--- src/rtl/mpadd_seq.sv ---
// Byte-serial multi-precision add/subtract: one 8-bit addsub processes NBYTES bytes LSB first.
// Optional zero-result flag output rsp_zero is enabled by defining MPADD_ZERO_FLAG_EN.

module mpadd_addsub (
   input  logic [7:0] a,
   input  logic [7:0] b,
   input  logic       is_sub,
   input  logic       is_carry,
   input  logic       cin,
   output logic [7:0] q,
   output logic       cout
);
   logic       c0;
   logic [7:0] bx;
   logic [8:0] sum;

   // Without an explicit carry, subtract needs +1 to form two's complement.
   assign c0   = is_carry ? cin : is_sub;
   assign bx   = is_sub ? ~b : b;
   assign sum  = {1'b0, a} + {1'b0, bx} + {8'b0, c0};
   assign q    = sum[7:0];
   assign cout = sum[8];
endmodule

module mpadd_seq #(
   parameter int NBYTES = 4
) (
   input  logic                clk,
   input  logic                rst_n,
   input  logic                req_valid,
   output logic                req_ready,
   input  logic [8*NBYTES-1:0] req_a,
   input  logic [8*NBYTES-1:0] req_b,
   input  logic                req_sub,
   input  logic                req_carry,
   input  logic                req_cin,
   output logic                rsp_valid,
   input  logic                rsp_ready,
   output logic [8*NBYTES-1:0] rsp_q,
   output logic                rsp_cout,
`ifdef MPADD_ZERO_FLAG_EN
   output logic                rsp_zero,
`endif
   output logic                busy
);
   localparam int W  = 8 * NBYTES;
   localparam int CW = (NBYTES > 1) ? $clog2(NBYTES) : 1;

   typedef enum logic [1:0] {IDLE, RUN, DONE} state_t;

   state_t          state_reg, state_next;
   logic [CW-1:0]   cnt_reg;
   logic [W-1:0]    a_reg, b_reg, q_reg;
   logic            sub_reg, carry_en_reg, cin_reg, c_reg;
   logic            accept, last;
   logic [7:0]      a_bytes [NBYTES];
   logic [7:0]      b_bytes [NBYTES];
   logic [7:0]      q_byte;
   logic            is_carry, byte_cin, byte_cout;

   generate
      for (genvar gi = 0; gi < NBYTES; gi++) begin : g_bytes
         assign a_bytes[gi] = a_reg[8*gi +: 8];
         assign b_bytes[gi] = b_reg[8*gi +: 8];
      end
   endgenerate

   assign accept = req_valid && (state_reg == IDLE);
   assign last   = (cnt_reg == CW'(NBYTES - 1));

   // Byte 0 takes the requested carry mode; later bytes chain the registered carry.
   assign is_carry = (cnt_reg == '0) ? carry_en_reg : 1'b1;
   assign byte_cin = (cnt_reg == '0) ? cin_reg : c_reg;

   mpadd_addsub u_addsub (
      .a        (a_bytes[cnt_reg]),
      .b        (b_bytes[cnt_reg]),
      .is_sub   (sub_reg),
      .is_carry (is_carry),
      .cin      (byte_cin),
      .q        (q_byte),
      .cout     (byte_cout)
   );

   always_comb begin
      state_next = state_reg;
      case (state_reg)
         IDLE:    if (req_valid) state_next = RUN;
         RUN:     if (last) state_next = DONE;
         DONE:    if (rsp_ready) state_next = IDLE;
         default: state_next = IDLE;
      endcase
   end

   always_ff @(posedge clk or negedge rst_n) begin
      if (!rst_n) begin
         state_reg    <= IDLE;
         cnt_reg      <= '0;
         a_reg        <= '0;
         b_reg        <= '0;
         q_reg        <= '0;
         sub_reg      <= 1'b0;
         carry_en_reg <= 1'b0;
         cin_reg      <= 1'b0;
         c_reg        <= 1'b0;
      end else begin
         state_reg <= state_next;
         if (accept) begin
            a_reg        <= req_a;
            b_reg        <= req_b;
            sub_reg      <= req_sub;
            carry_en_reg <= req_carry;
            cin_reg      <= req_cin;
            cnt_reg      <= '0;
         end else if (state_reg == RUN) begin
            c_reg   <= byte_cout;
            cnt_reg <= last ? '0 : cnt_reg + CW'(1);
            for (int i = 0; i < NBYTES; i++) begin
               if (cnt_reg == CW'(i)) q_reg[8*i +: 8] <= q_byte;
            end
         end
      end
   end

`ifdef MPADD_ZERO_FLAG_EN
   // Tracks whether any result byte so far was nonzero.
   logic nz_reg;

   always_ff @(posedge clk or negedge rst_n) begin
      if (!rst_n) begin
         nz_reg <= 1'b0;
      end else if (accept) begin
         nz_reg <= 1'b0;
      end else if (state_reg == RUN) begin
         nz_reg <= nz_reg | (|q_byte);
      end
   end

   assign rsp_zero = (state_reg == DONE) && !nz_reg;
`endif

   assign req_ready = (state_reg == IDLE);
   assign busy      = (state_reg != IDLE);
   assign rsp_valid = (state_reg == DONE);
   assign rsp_q     = q_reg;
   assign rsp_cout  = c_reg;
endmodule

--- config.mk ---
export PLATFORM = sky130hd
export DESIGN_NAME = mpadd_seq
export DESIGN_NICKNAME = d
export VERILOG_FILES = /design/src/rtl/mpadd_seq.sv
export SDC_FILE = /design/constraint.sdc
export NUM_CORES = 1
export LEC_CHECK = 0
export ABC_AREA = 1
export ABC_CLOCK_PERIOD_IN_PS = 4400
export CAP_MARGIN = 30
export CORE_MARGIN = 1
export CORE_UTILIZATION = 50
export CTS_CLUSTER_SIZE = 16
export DETAILED_ROUTE_END_ITERATION = 8
export PLACE_DENSITY = 0.86
export SYNTH_ARGS = -nofsm -noshare
export SYNTH_HDL_FRONTEND = slang
export SYNTH_SLANG_ARGS = --single-unit
--- constraint.sdc ---
create_clock -name clk -period 4.4 [get_ports clk]
set_input_delay 0.88 -clock clk [delete_from_list [all_inputs] [get_ports clk]]
set_output_delay 0.88 -clock clk [all_outputs]
set_load 0.02 [all_outputs]
Yosys cells after proc, flatten, opt, wreduce, memory -nomap -nowiden
Cells that the tools add are included.
Word-level totals
  output and inout port bits: 36
  input port bits: 71
  logic and storage cells: 55
  register bits: 104
Cells by class
  mux-type cells: 17
  $add $sub $neg: 3
  eq/ne operators: 8
  magnitude comparators: 1
  bitwise logic cells: 3
  reduce and logical (&&, ||, !) cells: 11
Operator list (count)
  2-to-1 mux 8 bit: 5
  binary-select mux 8 bit (select 2 bit): 2
  AND reduction 3 bit: 5
  2-to-1 mux 2 bit: 6
  adder 8 x 8 -> 9 bit: 1
  adder 9 x 1 -> 9 bit: 1
  NOT 8 bit: 1
  == test 2 bit (second input constant): 3
  one-hot mux 2 bit (3 select lines): 1
  == test 2 x 1 -> 1 bit (second input constant): 2
  logical NOT 2 bit: 2
  != test 2 bit (second input constant): 2
  nonzero test 2 bit: 2
  greater-or-equal comparator 3 bit (second input constant): 1
  2-to-1 mux 1 bit: 3
  NOT 2 -> 3 bit: 1
  adder 2 x 1 -> 2 bit (second input constant): 1
  != test 2 x 1 -> 1 bit (second input constant): 1
  AND reduction 2 bit: 1
  logical AND 1 bit: 1
  NOT 1 bit: 1

Longest topological paths before layout
Gate-level depths: netlist of the first run.
  depth after elaboration: 8
  depth in mapped cells: 16

By module
Synthesis of the first run repeated with hierarchy kept, for this count alone.
Second synthesis, totals
  cell total of the unflattened synthesis: 730
  area total of the unflattened synthesis: 5424.0 um^2
By module, submodules not included
  mpadd_seq: area each 4934.7 um^2, times used 1, cells each 653, seq. area each 2602.5 um^2
  mpadd_addsub: area each 489.2 um^2, times used 1, cells each 77, seq. area each 0.0 um^2

Least setup slack after synthesis of the first run
Ideal clock, no wire load.
  path kind: reg-to-reg
  start point: reg cnt_reg[0]
  end point: reg q_reg[14], in the netlist rsp_q[14]
  setup time: 118 ps
  cell stages (with the launch flop): 16
  data arrival time: 2431 ps
  slack: 1851 ps
  required time: 4282 ps
  cell sequence: dfrtp_1 > inv_2 > buf_2 > buf_2 > ha_1 > o211ai_1 > o21ai_0 > fa_1 > inv_1 > fa_1 > nand2_1 > nand2_1 > nand3b_1 > nand3b_1 > nand3_1 > nand2_1
Between the ends
  word-level cells in the longest chain between the ends: 8
  elaborated cells between the ends (all ways): 17
  those cells by class: add/sub: 2; eq/ne: 1; mux: 10; bitwise: 2; reduce/logical: 2
RTL lines
  start: declaration: line 52  | logic [CW-1:0] cnt_reg;
  start signal: assignment: line 117  | cnt_reg <= last ? '0 : cnt_reg + CW'(1);
  NOT 2 -> 3 bit (implied by the code): line 76, 77
  binary-select mux 8 bit (select 2 bit): line 77  | .b (b_bytes[cnt_reg]),
  2-to-1 mux 8 bit (implied by the code) (2 in series): line 77
  NOT 8 bit: line 19  | assign bx = is_sub ? ~b : b;
  2-to-1 mux 8 bit: line 19
  adder 8 x 8 -> 9 bit: line 20  | assign sum = {1'b0, a} + {1'b0, bx} + {8'b0, c0};
  adder 9 x 1 -> 9 bit: line 20
  end signal: indexed assignment: line 119  | if (cnt_reg == CW'(i)) q_reg[8*i +: 8] <= q_byte;
  end: declaration: line 53  | logic [W-1:0] a_reg, b_reg, q_reg;
Parallel ways exist; a longest one is shown, timed or not. The select of a mux whose other input is x is not followed.
A chain may end at the register's enable or synchronous reset.

Worst setup path after layout of the first run
Ends and elaborated chain as after synthesis.

==> results of run 1 <==
## placed cells by master, fill, tap and decap left out
master and instances:
nand3_1 37, xnor2_1 1, bufinv_16 1, a211oi_1 1, fa_1 2, or2_2 2, clkinv_2 2, buf_4 4
o211ai_1 1, o21ai_2 2, clkinvlp_4 1, o31ai_1 1, a21oi_1 4, o22ai_1 7, a32o_1 1, nor2_1 19
nor2_2 1, ha_1 11, dfrtp_1 104, o21ai_1 4, inv_2 7, nand2_2 1, nand2_1 332, clkinv_4 1
clkbuf_1 1, o21ai_0 21, a21o_1 1, inv_1 15, nand3b_1 3, clkbuf_8 10, nor2_8 1, xor2_1 9
clkdlybuf4s50_1 105, nor2_4 1
## metrics by stage
step / cells / hold WS, ns / utilization, %
final: 843 / 0.483 / 66.4
after floorplan: 615 / 0.444 / -
after detailed placement: 827 / 0.462 / 64.2
after global placement: 827 / 0.457 / 64.2
after CTS: 843 / 0.485 / 66.4
after global routing: 843 / 0.503 / 66.4
## synthesized netlist by cell type, drive strengths merged (3+ instances only)
cell type,number
o22ai,7
a21oi,4
nand3,37
ha,11
nor2,22
dfrtp,104
nand3b,3
inv,22
o21ai,27
nand2,333
clkbuf,7
buf,19
xor2,9
## cell type report
class / instances / share of cell area (%)
Tap cell: 129 / 2.60
Inverter: 22 / 1.33
Clock inverter: 5 / 0.905
Multi-Input combinational cell: 463 / 33.7
Clock buffer: 11 / 2.27
Sequential cell: 104 / 41.9
Timing Repair Buffer: 109 / 17.4
## final timing paths
check,from,endpoint,slack (ns),depth (start not counted)
max in group asynchronous,rst_n,b_reg[24]$_DFFE_PN0P_,2.84,2
min in group asynchronous,rst_n,rsp_q[31]$_DFFE_PN0P_,0.61,1
worst min register to register,a_reg[17]$_DFFE_PN0P_,a_reg[17]$_DFFE_PN0P_,0.48,2
worst min-delay path,a_reg[17]$_DFFE_PN0P_,a_reg[17]$_DFFE_PN0P_,0.48,2
worst max-delay path,cnt_reg[0]$_DFFE_PN0P_,rsp_q[14]$_DFFE_PN0P_,1.40,16
worst max register to register,cnt_reg[0]$_DFFE_PN0P_,rsp_q[14]$_DFFE_PN0P_,1.40,16
## metal layers
layer | up-vias | global-route usage (%) | wire, um
met2 | 160 | 39.7 | 5480
li1 | 2114 | - | -
met5 | - | 0 | 0
met1 | 1978 | 33.4 | 5320
met3 | 16 | 3.52 | 597
met4 | 0 | 7.58 | 144
## worst max-delay path, cell delays in order (launching register included)
cell	delay, ns
dfrtp_1	0.38
buf_4	0.24
inv_2	0.48
nand2_1	0.10
nand3_1	0.10
nand2_1	0.07
xor2_1	0.16
fa_1	0.41
inv_1	0.09
fa_1	0.22
nand2_1	0.07
nand2_1	0.11
nand3b_1	0.10
nand2_1	0.09
nand2_1	0.10
nand3_1	0.09
nand2_1	0.05
## power by group through the flow
stage	clock, mW	sequential, mW	combinational, mW
floorplan	0	1.82	2.25
global placement	0	1.72	3.28
detailed placement	0	1.74	3.40
CTS	0.604	1.72	3.42
global route	0.645	1.77	3.83
finish	0.598	1.73	3.42
## cell families after synthesis
logic type / count (synthesis) / share of synthesized area (%)
AND/OR/NAND/NOR: 397 / 32.1
flip-flops: 104 / 52.8
buffers and inverters: 48 / 4.70
AO/OA/AOI/OAI: 43 / 5.00
adder cells (fa/ha/maj): 13 / 3.61
XOR/XNOR: 10 / 1.78
==> results_dict.tcl, run 1 <==
set metrics [dict create \
    max_freq_mhz 334 \
    pwr-share-clk_pct 10.4 \
    worst_slew_pin_slew_ns 0.955 \
    yosysTopAreaCell "dfrtp_1" \
    synthArstFlopShare_pct 100 \
    arrival_ns 3.26 \
    syn_to_final_growth_pct 26.2 \
    ys_ff_latch 104 \
    grt_setup_unrepaired "no" \
    netlist.area_leader.share_pct 52.8 \
    start_util_pct 52.6 \
    leakage_nw 3.18 \
    clk_latency_ns 0.37 \
    setup_tns_ns 0 \
    ys_warn_count 0 \
    status "finished clean" \
    cts.clk_slew.worst_paths_ns 0.09 \
    htreeDepth 3 \
    fin_area_um2 6220 \
    layout-drive-gt1-share_pct 4.76 \
    nets 793 \
    clock-root-buffer "clkbuf_8" \
    drt_wl_total_um 11500 \
    gp_congestion 0.846 \
    slew_headroom_pct 36.3 \
    post_dp_cell_area_um2 6020 \
    cts_max_path_buffers 2 \
    finalPower_mw 5.74 \
    power.internal_mw 2.95 \
    netlist_instances 615 \
    num_vias 4268 \
    ys.flop_type "dfrtp_1" \
    dp_hpwl_um 8340 \
    clock_skew_ns 0.00965 \
    drc 0 \
    layout_setup_ws_ns 1.40 \
    fin_crit_ns 3.00 \
    grtUsageTotal_pct 24.2 \
    finalSetupViolCount 0 \
    hp-class "reg2reg" \
    avgSynthCellArea_um2 8.01 \
    pre_cts_slack_ns 1.44 \
    final.period_utilization_pct 68.1 \
    vias_per_cell 5.06 \
    core_um2 9370 \
    drt-pass1-iter-count 5 \
    die_h_um 101 \
    cp_max_fo 36 \
    synth-seq-area-share_pct 52.8 \
    clkSinkCount 104 \
    synth_cell_types 30 \
    cts_tree "done" \
    cts_buffers 9 \
    grt_pass1_vias 4057 \
    cap_violations 0 \
    fp-row-count 35 \
    overflow 0 \
    required_ns 4.66 \
    ctsResizeCount 0 \
    switching_power_mw 2.79 \
    synth-edff-count 0 \
    maxSlewViolCount 0 \
    cts-hold-fix-buffers 0 \
    wl_per_cell_um 13.7 \
    drt_iter0_drc 211 \
    syn_nets 699 \
    post_cts_buffers 0 \
    dieWidth_um 101 \
    grt_antenna_before_repair 0 \
    antenna_cells 0 \
    antenna_left 0 \
    io_pins 107 \
    hold_viol 0 \
    ir_worst_vdd_mv 0.453 \
    cp-end-kind "flop" \
    ys_top_cells_by_area "dfrtp_1 53%, nand2_1 25%, nand3_1 3.8%" \
    regArea_um2 2600 \
    synth_area_um2 4930 \
    crit_type "reg2reg" \
    cp-start-kind "flop" \
    power.density_nw_per_um2 923 \
    swShare_pct 48.5 \
    grt_pass1_wl_um 19100 \
    multi_input_area_um2 2090 \
    grt_max_degree 72 \
    io_buffer_count 106 \
    p_comb_share_pct 59.5 \
    pwr-share-seq_pct 30.1 \
    die-area_um2 10300 \
    n_fill_cell 803 \
]
Note: power is estimated with default switching activity, not from simulation.
==> run 2, diff against run 1 <==
--- a/config.mk
+++ b/config.mk
@@ -6,13 +6,13 @@
 export NUM_CORES = 1
 export LEC_CHECK = 0
 export ABC_AREA = 1
-export ABC_CLOCK_PERIOD_IN_PS = 4400
+export ABC_CLOCK_PERIOD_IN_PS = 2650
 export CAP_MARGIN = 30
 export CORE_MARGIN = 1
-export CORE_UTILIZATION = 50
+export CORE_UTILIZATION = 46
 export CTS_CLUSTER_SIZE = 16
 export DETAILED_ROUTE_END_ITERATION = 8
-export PLACE_DENSITY = 0.86
+export PLACE_DENSITY = 0.83
 export SYNTH_ARGS = -nofsm -noshare
 export SYNTH_HDL_FRONTEND = slang
 export SYNTH_SLANG_ARGS = --single-unit
==> constraint.sdc (replaced) <==
create_clock -name clk -period 2.65 [get_ports clk]
set_input_delay 0.53 -clock clk [delete_from_list [all_inputs] [get_ports clk]]
set_output_delay 0.53 -clock clk [all_outputs]
set_load 0.02 [all_outputs]
==> results_dict.tcl, run 2 (synthesis gave the netlist of run 1 again) <==
set metrics [dict create \
    status "finished clean" \
    clkSinkCount 104 \
    vias_per_cell 5.15 \
    wl_per_cell_um 14.2 \
    power.density_nw_per_um2 1550 \
    core_um2 10400 \
    cts.clk_slew.worst_paths_ns 0.10 \
    setup_tns_ns 0 \
    hold_viol 0 \
    fp-row-count 37 \
    die_h_um 105 \
    clock_skew_ns 0.00862 \
    worst_slew_pin_slew_ns 0.659 \
    arrival_ns 2.69 \
    num_vias 4426 \
    hp-class "in2async" \
    finalSetupViolCount 0 \
    clock-root-buffer "clkbuf_8" \
    crit_type "reg2reg" \
    overflow 0 \
    drt_wl_total_um 12200 \
    regArea_um2 2600 \
    cp-end-kind "flop" \
    cap_violations 0 \
    final.period_utilization_pct 91.4 \
    dieWidth_um 105 \
    layout_commonest_cell "nand2_1" \
    layout-drive-gt1-share_pct 6.91 \
    nets 804 \
    fin_hold_ws_ns 0.0797 \
    grt_pass1_wl_um 20100 \
    grt_antenna_before_repair 0 \
    final_cell_mix "331 x nand2_1, 105 x clkdlybuf4s50_1, 103 x dfrtp_1" \
    cp-start-kind "flop" \
    io_pins 107 \
    fin_crit_ns 2.42 \
    grt_max_degree 69 \
    multi_input_area_um2 2110 \
    drt_iter0_drc 228 \
    cts_buffers 9 \
    gp_congestion 0.843 \
    cts-hold-fix-buffers 0 \
    clk_latency_ns 0.37 \
    max_freq_mhz 413 \
    antenna_left 0 \
    slew_headroom_pct 56.1 \
    ir_worst_vdd_mv 0.791 \
    grt_pass1_vias 4340 \
    grt_setup_unrepaired "no" \
    maxSlewViolCount 0 \
    n_fill_cell 906 \
    io_buffer_count 106 \
    cts_tree "done" \
    cts_max_path_buffers 2 \
    die-area_um2 11100 \
    required_ns 2.91 \
    antenna_cells 0 \
    leakage_nw 3.26 \
    cp_max_fo 20 \
    grtUsageTotal_pct 22.7 \
    start_util_pct 47.5 \
    syn_to_final_growth_pct 30.1 \
    dp_hpwl_um 8870 \
    htreeDepth 3 \
    drt-pass1-iter-count 6 \
    drc 0 \
]
run 2: timing repair:
action                     CTS  global route
gates resized for setup      0            13
buffers inserted             0             4
setup endpoints to repair    0            21
run 2: worst max-delay path, cell delays in order (launching register included):
cell	delay, ns
dfrtp_2	0.46
inv_8	0.09
ha_1	0.25
o211ai_1	0.11
o21ai_0	0.14
fa_1	0.39
inv_2	0.08
fa_2	0.20
nand2_1	0.07
nand2_1	0.10
nand3b_1	0.10
nand2_1	0.11
nand2_2	0.08
nand3_1	0.08
nand2_1	0.06
run 2: per-layer routing:
metal | vias up | share of wire (%) | global-route usage, %
li1 | 2128 | - | -
met1 | 2075 | 44 | 31.0
met2 | 196 | 48 | 36.6
met3 | 27 | 6.1 | 3.96
met4 | 0 | 2.1 | 8.53
met5 | - | 0 | 0
run 2: path summary, 6_finish.rpt:
check | depth (start not counted) | start | slack (ns) | to
max in group asynchronous | 2 | rst_n | 1.91 | rsp_q[19]$_DFFE_PN0P_
worst max-delay path | 14 | cnt_reg[0]$_DFFE_PN0P_ | 0.23 | rsp_q[6]$_DFFE_PN0P_
worst min-delay path | 1 | rst_n | 0.08 | rsp_q[25]$_DFFE_PN0P_
min in group clk | 2 | b_reg[16]$_DFFE_PN0P_ | 0.49 | b_reg[16]$_DFFE_PN0P_
worst min register to register | 2 | b_reg[16]$_DFFE_PN0P_ | 0.49 | b_reg[16]$_DFFE_PN0P_
worst max register to register | 14 | cnt_reg[0]$_DFFE_PN0P_ | 0.23 | rsp_q[6]$_DFFE_PN0P_
run 2: per-stage QoR:
stage	total power, mW	setup WS (ns)	instances	instance area, um^2	util (%)
floorplan	6.76	0.101	615	4930	-
global placement	8.42	0.231	840	6100	58.8
detailed placement	8.61	0.119	840	6100	58.8
CTS	9.73	0.104	855	6320	60.9
global route	10.8	0.0260	860	6410	61.8
finish	9.93	0.228	860	6410	61.8
run 2: where the power goes:
group	internal [mW]	switching [mW]	leakage (nW)	total (mW)
sequential	2.37	0.507	1.29	2.87
combinational	2.25	3.72	1.87	5.97
clock	0.553	0.531	0.108	1.08
total	5.18	4.75	3.26	9.93
run 2: final cells by class:
class	count	share of cell area, %
multi-input combinational	463	32.9
inverter	22	1.44
timing repair buffer	120	19.0
sequential	104	40.6
clock buffer	10	2.15
clock inverter	5	1.27
tap	136	2.65
